<file path="config.mk">
export PLATFORM = sky130hd
export DESIGN_NAME = sync_fifo_prog
export DESIGN_NICKNAME = d
export VERILOG_FILES = /design/src/rtl/fifo_pkg.sv /design/src/rtl/sync_fifo_ram.sv /design/src/rtl/sync_fifo_prog.sv
export SDC_FILE = /design/constraint.sdc
export NUM_CORES = 1
export LEC_CHECK = 0
export ABC_AREA = 0
export ABC_CLOCK_PERIOD_IN_PS = 6820
export BUFFER_PORTS_ARGS = -buffer_cell sky130_fd_sc_hd__buf_4
export CAP_MARGIN = 20
export CORE_ASPECT_RATIO = 0.9
export CORE_MARGIN = 2
export CORE_UTILIZATION = 45
export CTS_CLUSTER_SIZE = 24
export DETAILED_ROUTE_END_ITERATION = 10
export PLACE_DENSITY_LB_ADDON = 0.05
export SYNTH_ARGS = -nofsm -noshare
export SYNTH_HDL_FRONTEND = slang
export SYNTH_HIERARCHICAL = 1
export SYNTH_SLANG_ARGS = --single-unit
</file>
<file path="constraint.sdc">
create_clock -name clk -period 6.82 [get_ports clk]
set_clock_uncertainty 0.2 [all_clocks]
set_input_delay 1.364 -clock clk [delete_from_list [all_inputs] [get_ports clk]]
set_output_delay 1.364 -clock clk [all_outputs]
set_load 0.005 [all_outputs]
</file>
<file path="src/rtl/fifo_pkg.sv">
// Shared constants and sizing helpers for the synchronous FIFO family.
package fifo_pkg;

  localparam string RAM_STYLE_DIST  = "distributed";
  localparam string RAM_STYLE_BLOCK = "block";

  function automatic int unsigned clog2(input int unsigned value);
    int unsigned result;
    result = 0;
    while ((32'd1 << result) < value) result = result + 1;
    return result;
  endfunction

  function automatic int unsigned fifo_depth(input int unsigned addr_width);
    return 32'd1 << addr_width;
  endfunction

  // Extra MSB distinguishes full from empty when the address bits match.
  function automatic int unsigned ptr_width(input int unsigned addr_width);
    return addr_width + 1;
  endfunction

endpackage

</file>
<file path="src/rtl/sync_fifo_ram.sv">
// Simple dual-port register array: synchronous write, asynchronous read.
module sync_fifo_ram
  import fifo_pkg::*;
#(
  parameter int unsigned DATA_WIDTH = 8,
  parameter int unsigned ADDR_WIDTH = 4,
  parameter string       RAM_STYLE  = RAM_STYLE_DIST
) (
  input  logic                  clk,
  input  logic                  we,
  input  logic [ADDR_WIDTH-1:0] waddr,
  input  logic [DATA_WIDTH-1:0] wdata,
  input  logic [ADDR_WIDTH-1:0] raddr,
  output logic [DATA_WIDTH-1:0] rdata
);

  localparam int unsigned DEPTH = fifo_depth(ADDR_WIDTH);

  // The attribute must be a literal for most tools, hence one branch per style.
  if (RAM_STYLE == RAM_STYLE_BLOCK) begin : g_block
    (* ram_style = "block" *) logic [DATA_WIDTH-1:0] mem [DEPTH];
    always_ff @(posedge clk) begin
      if (we) mem[waddr] <= wdata;
    end
    assign rdata = mem[raddr];
  end else begin : g_dist
    (* ram_style = "distributed" *) logic [DATA_WIDTH-1:0] mem [DEPTH];
    always_ff @(posedge clk) begin
      if (we) mem[waddr] <= wdata;
    end
    assign rdata = mem[raddr];
  end

endmodule

</file>
<file path="src/rtl/sync_fifo_prog.sv">
// Synchronous FIFO with FWFT/standard read, programmable thresholds and error pulses.
module sync_fifo_prog
  import fifo_pkg::*;
#(
  parameter int unsigned DATA_WIDTH = 8,
  parameter int unsigned ADDR_WIDTH = 4,
  parameter string       RAM_STYLE  = RAM_STYLE_DIST,
  parameter bit          FWFT_EN    = 1'b1
) (
  input  logic                  clk,
  input  logic                  rst,
  input  logic [DATA_WIDTH-1:0] din,
  input  logic                  wr_en,
  output logic                  full,
  output logic                  almost_full,
  output logic                  prog_full,
  output logic                  overflow,
  input  logic [ADDR_WIDTH:0]   prog_full_thresh,
  output logic [DATA_WIDTH-1:0] dout,
  input  logic                  rd_en,
  output logic                  valid,
  output logic                  empty,
  output logic                  almost_empty,
  output logic                  prog_empty,
  output logic                  underflow,
  input  logic [ADDR_WIDTH:0]   prog_empty_thresh,
  output logic [ADDR_WIDTH:0]   data_count
);

  localparam int unsigned DEPTH = fifo_depth(ADDR_WIDTH);
  localparam int unsigned PW    = ptr_width(ADDR_WIDTH);

  logic [PW-1:0]         wptr;
  logic [PW-1:0]         rptr;
  logic [DATA_WIDTH-1:0] rdata;
  logic [DATA_WIDTH-1:0] dout_q;
  logic                  wr_acc;
  logic                  rd_acc;

  assign data_count   = wptr - rptr;
  assign full         = (data_count == PW'(DEPTH));
  assign empty        = (data_count == PW'(0));
  assign almost_full  = (data_count >= PW'(DEPTH - 1));
  assign almost_empty = (data_count <= PW'(1));
  assign prog_full    = (prog_full_thresh == PW'(0)) || (data_count >= prog_full_thresh);
  assign prog_empty   = (prog_empty_thresh >= PW'(DEPTH)) || (data_count <= prog_empty_thresh);

  assign wr_acc = wr_en && !full;
  assign rd_acc = rd_en && !empty;

  // Pointers and registered error pulses; reset wins over any request.
  always_ff @(posedge clk) begin
    if (rst) begin
      wptr      <= '0;
      rptr      <= '0;
      overflow  <= 1'b0;
      underflow <= 1'b0;
    end else begin
      if (wr_acc) wptr <= wptr + PW'(1);
      if (rd_acc) rptr <= rptr + PW'(1);
      overflow  <= wr_en && full;
      underflow <= rd_en && empty;
    end
  end

  // Popped word; deliberately not reset so dout survives a reset.
  always_ff @(posedge clk) begin
    if (rd_acc && !rst) dout_q <= rdata;
  end

  sync_fifo_ram #(
    .DATA_WIDTH (DATA_WIDTH),
    .ADDR_WIDTH (ADDR_WIDTH),
    .RAM_STYLE  (RAM_STYLE)
  ) u_ram (
    .clk   (clk),
    .we    (wr_acc && !rst),
    .waddr (wptr[ADDR_WIDTH-1:0]),
    .wdata (din),
    .raddr (rptr[ADDR_WIDTH-1:0]),
    .rdata (rdata)
  );

  if (FWFT_EN) begin : g_fwft
    assign dout  = empty ? dout_q : rdata;
    assign valid = !empty;
  end else begin : g_std
    logic valid_q;
    always_ff @(posedge clk) begin
      if (rst) valid_q <= 1'b0;
      else     valid_q <= rd_acc;
    end
    assign dout  = dout_q;
    assign valid = valid_q;
  end

endmodule

</file>
# Yosys cells after proc, flatten, opt, wreduce, memory -nomap -nowiden
# Memory sizes are Yosys's and may differ from the RTL's. A register that Yosys moved wholly into a read port is not among the register bits.
# Cells that the tools add are included.
# Widths: inputs -> output; s select.
# word_totals
mem_bits_rw	128
mem_count	1
in_bits	22
regBits	20
out_inout_bits	22
elab_cells	33
# op_classes
mux	5
n_reduce_logical	13
n_eq_ne	1
magnitude_cmp	5
n_addsub	3
# memory_table
memory	depth	word_bits	rd	rd_ports_with_merged_regs	wr	line	text
u_ram.g_dist.mem	16	8	1	1	1	sync_fifo_ram.sv:27	(* ram_style = "distributed" *) logic [DATA_WIDTH-1:0] mem [DEPTH];
# op_table
op	count
$add 5x1->5 const B	2
$logic_not 5->1	2
$mux 4	2
$mux 8	1
$logic_and 1x1->1	6
$eq 5x5->1 const B	1
$ge 5x4->1 const B	1
$ge 5x5->1	1
$ge 5x5->1 const B	1
$le 5x1->1 const B	1
$le 5x5->1	1
$sub 5x5->5	1
$logic_not 1->1	3
$logic_or 1x1->1	2
$mux 1	2

# Depth between registers and ports, before layout
# Gate-level depths: netlist of run 1.
# logic_depth
ltp_word	7
depth_mapped	11
depth_no_buf	11

# Cells and area by module
# Netlist of run 1, hierarchy kept.
# by_module_without_submodules
mod	area_per_inst_um2	cells_each	seq_area_each_um2	instances
sync_fifo_ram	4987.3	221	3843.7	1
sync_fifo_prog	1522.7	155	480.5	1

# Worst setup path after synthesis of run 1
# Ideal clock, no wire load.
# synth_timing
path_kind	in2out
startpoint	input prog_empty_thresh[1]
endpoint	output prog_empty
path_slack_ns	2.793
required_time_ns	5.256
arrival_ns	2.463
n_path_buf	0
path_stages	7
cell_sequence	inv_1 > ha_1 > nor2b_1 > o21a_1 > o21ai_0 > maj3_2 > a31o_1
# synth_between
elab_chain_len	2
# synth_rtl
element	line	text
start, declared	sync_fifo_prog.sv:26	input logic [ADDR_WIDTH:0] prog_empty_thresh,
$ge 5x5->1 / $le 5x5->1 (equally long branches)	sync_fifo_prog.sv:46	assign prog_empty = (prog_empty_thresh >= PW'(DEPTH)) || (data_count <= prog_empty_thresh);
$logic_or 1x1->1 (*)	sync_fifo_prog.sv:46	
end, declared	sync_fifo_prog.sv:24	output logic prog_empty,
# Every way passes the cells marked *; elsewhere a longest branch is shown, timed or not.

# Final worst setup path of run 1
# layout_timing
startpoint	register wptr[0]
endpoint	output prog_empty
# layout_between
elab_chain_len	3
# layout_rtl
element	line	text
start, declared	sync_fifo_prog.sv:33	logic [PW-1:0] wptr;
start signal, assigned	sync_fifo_prog.sv:59	if (wr_acc) wptr <= wptr + PW'(1);
$sub 5x5->5	sync_fifo_prog.sv:40	assign data_count = wptr - rptr;
$le 5x5->1	sync_fifo_prog.sv:46	
$logic_or 1x1->1	sync_fifo_prog.sv:46	
# No other way between the ends.

==> results of run 1 <==
-- cells by family after synthesis --
family	after synthesis	synth area share, %
flip-flops	148	66.4
AND/OR/NAND/NOR	86	7.02
multiplexers	47	14.8
AO/OA/AOI/OAI	44	5.36
buffers and inverters	33	3.02
adder cells (fa/ha/maj)	15	2.96
XOR/XNOR	3	0.404
-- layout make-up --
type                            count  share of cell area (%)
Inverter                           17                   0.848
Tap cell                          193                    3.21
Clock buffer                       26                    6.50
Timing Repair Buffer               47                    4.69
Clock inverter                      6                   0.715
Sequential cell                   148                    57.5
Multi-Input combinational cell    195                    26.6
-- state kept, by name (all words and copies together) (netlist names) --
| signal | flops |
|---|---|
| dout_q | 8 |
| overflow | 1 |
| rptr | 5 |
| u_ram/g_dist.mem | 128 |
| underflow | 1 |
| wptr | 5 |
-- routing by layer --
| layer | GRT usage, % | up-vias | wire [um] |
|---|---|---|---|
| met1 | 27.7 | 1805 | 6440 |
| met2 | 25.1 | 94 | 5950 |
| met5 | 0 | - | 0 |
| met3 | 4.86 | 9 | 659 |
| li1 | - | 1626 | - |
| met4 | 5.19 | 0 | 79 |
-- worst paths after layout --
| path | slack (ns) | depth (start not counted) | endpoint | start |
|---|---|---|---|---|
| hold reg to reg | 0.39 | 2 | wptr[4] | wptr[4] |
| setup / recovery | 2.03 | 11 | prog_empty | wptr[0] |
| hold / removal | 0.39 | 2 | wptr[4] | wptr[4] |
| setup reg to reg | 2.40 | 11 | u_ram/g_dist.mem[2][3] | wptr[0] |
-- power groups by stage --
stage / sequential, mW / clock (mW) / combinational (mW)
2_1_floorplan: 1.08 / 0 / 0.636
3_3_place_gp: 1.08 / 0 / 0.900
3_5_place_dp: 1.09 / 0 / 0.906
4_1_cts: 1.07 / 0.870 / 0.910
5_1_grt: 1.07 / 0.908 / 0.981
6_report: 1.07 / 0.853 / 0.902
-- worst max-delay path, cell delays in order, from the launching register on --
cell and delay, ns:
sky130_fd_sc_hd__dfxtp_1 0.56, sky130_fd_sc_hd__inv_1 0.14, sky130_fd_sc_hd__ha_1 0.23, sky130_fd_sc_hd__inv_1 0.07, sky130_fd_sc_hd__fa_1 0.50, sky130_fd_sc_hd__ha_1 0.33
sky130_fd_sc_hd__nor2b_1 0.13, sky130_fd_sc_hd__o21a_1 0.11, sky130_fd_sc_hd__o21ai_0 0.09, sky130_fd_sc_hd__maj3_2 0.32, sky130_fd_sc_hd__a31o_1 0.22, sky130_fd_sc_hd__buf_4 0.13
-- cells in the final DEF (no fill, tap or decap), types with 4 or more instances in the layout --
cell type | Yosys | routed
sky130_fd_sc_hd__nor4_1 | 4 | 4
sky130_fd_sc_hd__mux2_4 | 7 | 7
sky130_fd_sc_hd__edfxtp_1 | 136 | 136
sky130_fd_sc_hd__nor2b_1 | 5 | 5
sky130_fd_sc_hd__clkinv_2 | 0 | 4
sky130_fd_sc_hd__clkbuf_16 | 0 | 17
sky130_fd_sc_hd__nor2_1 | 20 | 20
sky130_fd_sc_hd__nand2b_1 | 4 | 4
sky130_fd_sc_hd__buf_4 | 1 | 47
sky130_fd_sc_hd__inv_1 | 17 | 17
sky130_fd_sc_hd__clkbuf_1 | 4 | 6
sky130_fd_sc_hd__mux4_2 | 18 | 18
sky130_fd_sc_hd__nor3_1 | 9 | 7
sky130_fd_sc_hd__a21oi_1 | 6 | 6
sky130_fd_sc_hd__ha_1 | 12 | 12
sky130_fd_sc_hd__dfxtp_1 | 12 | 11
sky130_fd_sc_hd__nand2_1 | 18 | 18
sky130_fd_sc_hd__a22oi_1 | 16 | 16
sky130_fd_sc_hd__nand4_1 | 5 | 5
sky130_fd_sc_hd__mux4_1 | 14 | 14
sky130_fd_sc_hd__mux2_2 | 5 | 5
-- per-stage QoR --
step | instances | util (%) | setup slack, ns | hold slack [ns] | area (sq um)
6_report | 632 | 53.5 | 2.03 | 0.391 | 7530
5_1_grt | 632 | 53.5 | 1.86 | 0.449 | 7530
4_1_cts | 632 | 53.5 | 2.00 | 0.388 | 7530
3_5_place_dp | 600 | 49.7 | 2.45 | 0.370 | 6980
3_3_place_gp | 599 | 49.6 | 2.37 | 0.355 | 6980
2_1_floorplan | 376 | - | 2.79 | 0.347 | 6510
==> implementation parameters, run 1 <==
Parameter                              Value

Synthesis
  Cell area after synthesis ... 6510 sq um
  Register area share after synthesis ... 66.4%
  Ranking of synthesized cells by instance count ... 136 x sky130_fd_sc_hd__edfxtp_1, 20 x sky130_fd_sc_hd__nor2_1, 18 x sky130_fd_sc_hd__mux4_2, 18 x sky130_fd_sc_hd__nand2_1, 17 x sky130_fd_sc_hd__inv_1
  Most numerous cell in the Yosys netlist ... sky130_fd_sc_hd__edfxtp_1
  Post-synthesis async set-or-reset flop share ... 0%
  Number of enable flip-flop cells after synthesis ... 136
  Unique masters post-synth ... 60
  FF+latch count, synth ... 148
  Number of instances in the synthesized netlist ... 376
  Most instantiated flip-flop cell in the synthesis netlist ... sky130_fd_sc_hd__edfxtp_1
  Share of the synthesized area in the top cell type ... 62.7%
  Net count after synthesis ... 411
  Synth Warn # ... 6
  Mean area per synthesized cell ... 17.3 sq um
  Top post-synthesis cells by area ... sky130_fd_sc_hd__edfxtp_1 63%, sky130_fd_sc_hd__mux4_2 6.2%, sky130_fd_sc_hd__mux4_1 5.7%
  Leading area contributor after synthesis ... sky130_fd_sc_hd__edfxtp_1

Critical path
  Maximum fanout encountered on the critical timing path ... 11
  Req. time, crit path ... 5.26 ns
  Critical path class ... reg2out
  Startpoint types ... flop
  Data arrival time of the worst path ... 3.23 ns
  Sort of element at the end of the critical path ... output port

Timing
  Worst-Margin Slew ... 1.04 ns
  Share of the clock period used by the worst path ... 70.2%
  Shortest clock period the worst path allows after layout ... 4.79 ns
  Setup_tns ... 0 ns
  Final setup fails ... 0
  Fmax ... 209 MHz
  Worst max-slew margin expressed relative to the limit ... 30.6%
  Max-slew violation count ... 0
  Unrepaired setup endpoints after global routing ... no
  Final number of hold-violating endpoints ... 0

CTS
  # clock sinks ... 148
  Resize count post-CTS ... 0
  Hold buffers post-CTS ... 0
  Clock insertion delay at the later pin of the skew report ... 0.42 ns
  Clock root buffer master ... sky130_fd_sc_hd__clkbuf_16
  Clock-pin slew on the worst setup and hold paths ... 0.06 ns
  Htree depth ... 4
  TritonCTS clock tree ... built
  Number of buffers between clock root and the deepest sink ... 2
  CTS Buf Count ... 17
  Buffer count from post-CTS setup fixing ... 0

GRT
  Grt ovf ... 0
  Global-route usage over all layers ... 18.0%
  Number of global-route vias before repair ... 3348
  Global-route wire length before repair ... 19.7 mm
  Maximum number of pins on one net before global-route repair ... 39
  Number of antenna violations at the first check in global routing ... 0

Detailed routing
  Vias ... 3534
  Violation count after the first detailed-route iteration ... 268
  Number of nets still failing antenna checks after routing ... 0
  Total routed wirelength ... 13.1 mm
  Average routed wire per standard cell ... 20.8 um
  Via density per instance ... 5.59
  First drt pass iteration count ... 7
  Post-detailed-route DRC marker count ... 0

Finish
  Proportion of layout cells with a drive suffix above 1 ... 26.9%
  Final-layout fill cell count ... 1161
  Final net count ... 461
  Storage cell area ... 4330 sq um
  Area Growth Syn to Fin ... 15.6%
  Multi-input logic area ... 2000 sq um
  Antenna cells ... 0

Power
  Max rail drop VDD ... 225 uV
  Net switching fraction of the power ... 28.2%
  PD cells ... 375 nW/um^2
  Power Total ... 2.82 mW
  Lkg Pwr ... 2.65 nW
  Part of the power in the clock network ... 30.2%
  Internal cell power ... 2.02 mW
  Power spent charging and discharging nets ... 0.796 mW
  Portion of total power attributed to combinational logic ... 32.0%
  Sequential share of power ... 37.8%

Placement
  GPL Wtd Cong ... 0.743
  IO Port Bufs ... 43
  Half-perimeter wire length after placement ... 8.39 mm

Floorplanning
  Core area ... 14100 sq um
  Starting density of the core ... 46.3%
  Die ar. ... 15400 sq um
  Floorplan die height ... 118 um
  Row count ... 41
  Count of boundary I/O pins ... 44
  Horizontal extent of the die ... 131 um

Status
  Outcome ... completed

Hold path
  Type of the most critical hold path ... reg2reg

Run
  Max capacitance violation total ... 0
(Power assumes the default switching activity.)
==> run 2, diff against run 1 <==
--- a/config.mk
+++ b/config.mk
@@ -6,7 +6,7 @@
 export NUM_CORES = 1
 export LEC_CHECK = 0
 export ABC_AREA = 0
-export ABC_CLOCK_PERIOD_IN_PS = 6820
+export ABC_CLOCK_PERIOD_IN_PS = 4000
 export BUFFER_PORTS_ARGS = -buffer_cell sky130_fd_sc_hd__buf_4
 export CAP_MARGIN = 20
 export CORE_ASPECT_RATIO = 0.9
==> constraint.sdc (replaced) <==
create_clock -name clk -period 4 [get_ports clk]
set_clock_uncertainty 0.2 [all_clocks]
set_input_delay 0.8 -clock clk [delete_from_list [all_inputs] [get_ports clk]]
set_output_delay 0.8 -clock clk [all_outputs]
set_load 0.005 [all_outputs]
==> implementation parameters, run 2 (synthesized netlist as in run 1, its figures left out) <==
Parameter                              Value

Status
  Outcome ... completed

Timing
  Share of the clock period used by the worst path ... 96.2%
  Unrepaired setup endpoints after global routing ... no
  Least setup slack across all paths after layout ... 0.153 ns (-1.88 ns)
  Fmax ... 260 MHz
  Final number of hold-violating endpoints ... 0 (unchanged)
  Setup_tns ... 0 ns (unchanged)
  Final setup fails ... 0 (unchanged)
  Worst-Margin Slew ... 0.867 ns (-0.170 ns)
  Max-slew violation count ... 0 (unchanged)
  Shortest clock period the worst path allows after layout ... 3.85 ns
  Worst max-slew margin expressed relative to the limit ... 42.1% (+11 points)

Placement
  Standard cell area after detailed placement ... 7140 sq um (+2.2%)
  Dpl cells ... 622 (+3.7%)
  GPL Wtd Cong ... 0.765 (+3.0%)
  Half-perimeter wire length after placement ... 8.64 mm (+3.0%)
  Worst slack, placed ... 0.532 ns (-1.92 ns)
  IO Port Bufs ... 43 (unchanged)

Critical path
  Sort of element at the end of the critical path ... output port
  Startpoint types ... flop
  Maximum fanout encountered on the critical timing path ... 11 (unchanged)
  Critical path class ... reg2out
  Data arrival time of the worst path ... 2.85 ns (-0.38 ns)
  Req. time, crit path ... 3.00 ns (-2.26 ns)

Floorplanning
  Horizontal extent of the die ... 131 um (unchanged)
  Die ar. ... 15400 sq um (unchanged)
  Core area ... 14100 sq um (unchanged)
  Floorplan die height ... 118 um (unchanged)
  Count of boundary I/O pins ... 44 (unchanged)
  Row count ... 41 (unchanged)
  Starting density of the core ... 46.3% (unchanged)

Finish
  Final net count ... 483 (+4.8%)
  Final cell count without fillers ... 654 (+3.5%)
  Area Growth Syn to Fin ... 19.3%
  Max FFs per register ... 128 (unchanged)
  Cell area after layout ... 7760 sq um (+3.2%)
  Register ranked first by flip-flop count ... u_ram/g_dist.mem
  Leading cell type in the layout, fill and taps excluded ... sky130_fd_sc_hd__edfxtp_1
  Leading cell types in the layout, fill and taps excluded ... 136 x sky130_fd_sc_hd__edfxtp_1, 68 x sky130_fd_sc_hd__buf_4, 20 x sky130_fd_sc_hd__nor2_1
  Top flop regs ... u_ram/g_dist.mem: 128 flops, dout_q: 8 flops
  Proportion of layout cells with a drive suffix above 1 ... 30.2% (+3.3 points)
  Antenna cells ... 0 (unchanged)

Detailed routing
  Average routed wire per standard cell ... 20.2 um (-2.6%)
  Sum of met2 wire segment lengths after detailed routing ... 5.92 mm (-0.47%)
  Met1 Wirelength ... 6.55 mm (+1.7%)
  Top layer in use ... met4
  Number of nets still failing antenna checks after routing ... 0 (unchanged)
  Met3 WL ... 661 um (+0.30%)
  Vias ... 3546 (+0.34%)
  Via density per instance ... 5.42 (-3.0%)
  Post-detailed-route DRC marker count ... 0 (unchanged)
  First drt pass iteration count ... 4 (-3)
  Total routed wirelength ... 13.2 mm (+0.75%)
  Violation count after the first detailed-route iteration ... 270 (+0.75%)

CTS
  CTS Buf Count ... 17 (unchanged)
  # clock sinks ... 148 (unchanged)
  Htree depth ... 4 (unchanged)
  Number of buffers between clock root and the deepest sink ... 2 (unchanged)
  Clock insertion delay at the later pin of the skew report ... 0.42 ns (about the same)
  Buffer count from post-CTS setup fixing ... 0 (unchanged)
  TritonCTS clock tree ... built
  Clock root buffer master ... sky130_fd_sc_hd__clkbuf_16
  Clock-pin slew on the worst setup and hold paths ... 0.06 ns (about the same)

GRT
  Maximum number of pins on one net before global-route repair ... 39 (unchanged)
  Global-route usage over all layers ... 18.4% (+0.41 points)
  Number of global-route vias before repair ... 3465 (+3.5%)
  Grt ovf ... 0 (unchanged)
  Number of antenna violations at the first check in global routing ... 0 (unchanged)
  Global-route wire length before repair ... 20.3 mm (+3.2%)

Run
  Max capacitance violation total ... 0 (unchanged)

Power
  Lkg Pwr ... 2.79 nW (+5.3%)
  Max rail drop VDD ... 363 uV (+62%)
  PD cells ... 655 nW/um^2 (+75%)

Hold path
  Type of the most critical hold path ... reg2reg
run 2: area by class of cell:
cell class | instances | area, sq um
repair buffers | 69 | 522
well taps | 193 | 241
flip-flops and latches | 148 | 4330
clock inverters | 14 | 190
inverters | 17 | 63.8
clock buffers | 18 | 429
fillers | 1155 | 6290
multi-input cells | 195 | 1990
run 2: worst paths after layout:
| path | from | to | slack (ns) | depth (start not counted) |
|---|---|---|---|---|
| worst max-delay path | rptr[2] | dout[7] | 0.15 | 8 |
| worst min register to register | wptr[4] | wptr[4] | 0.39 | 2 |
| worst max register to register | rptr[2] | u_ram/g_dist.mem[0][5] | 0.61 | 10 |
| worst min-delay path | wptr[4] | wptr[4] | 0.39 | 2 |
run 2: report_power, final:
group          leakage (nW)  switching [mW]  internal [mW]
combinational          1.17           0.786          0.838
sequential             1.33          0.0266           1.77
clock                 0.299           0.574           1.09
run 2: repair_timing:
item / CTS / global route
hold buffers: 0 / 0
gates resized for setup: 0 / 3
endpoints found under the setup margin: 0 / 3
run 2: through the flow:
step	util (%)	hold slack, ns	total power [mW]
2_1_floorplan	-	0.347	2.93
3_3_place_gp	50.8	0.361	3.45
3_5_place_dp	50.8	0.380	3.46
4_1_cts	55.2	0.394	5.14
5_1_grt	55.2	0.423	5.35
6_report	55.2	0.393	5.09
run 2: metal layers:
| layer | up-vias | GRT usage (%) |
|---|---|---|
| met5 | - | 0 |
| met1 | 1793 | 28.4 |
| li1 | 1662 | - |
| met2 | 85 | 26.0 |
| met4 | 0 | 5.45 |
| met3 | 6 | 4.41 |
run 2: worst max-delay path, cell delays in order, from the launching register on:
cell                       delay [ns]
sky130_fd_sc_hd__dfxtp_1         0.49
sky130_fd_sc_hd__inv_1           0.10
sky130_fd_sc_hd__ha_1            0.36
sky130_fd_sc_hd__and3_4          0.22
sky130_fd_sc_hd__or3_4           0.41
sky130_fd_sc_hd__o2111a_4        0.17
sky130_fd_sc_hd__nand2_4         0.18
sky130_fd_sc_hd__mux2_2          0.37
sky130_fd_sc_hd__buf_4           0.14
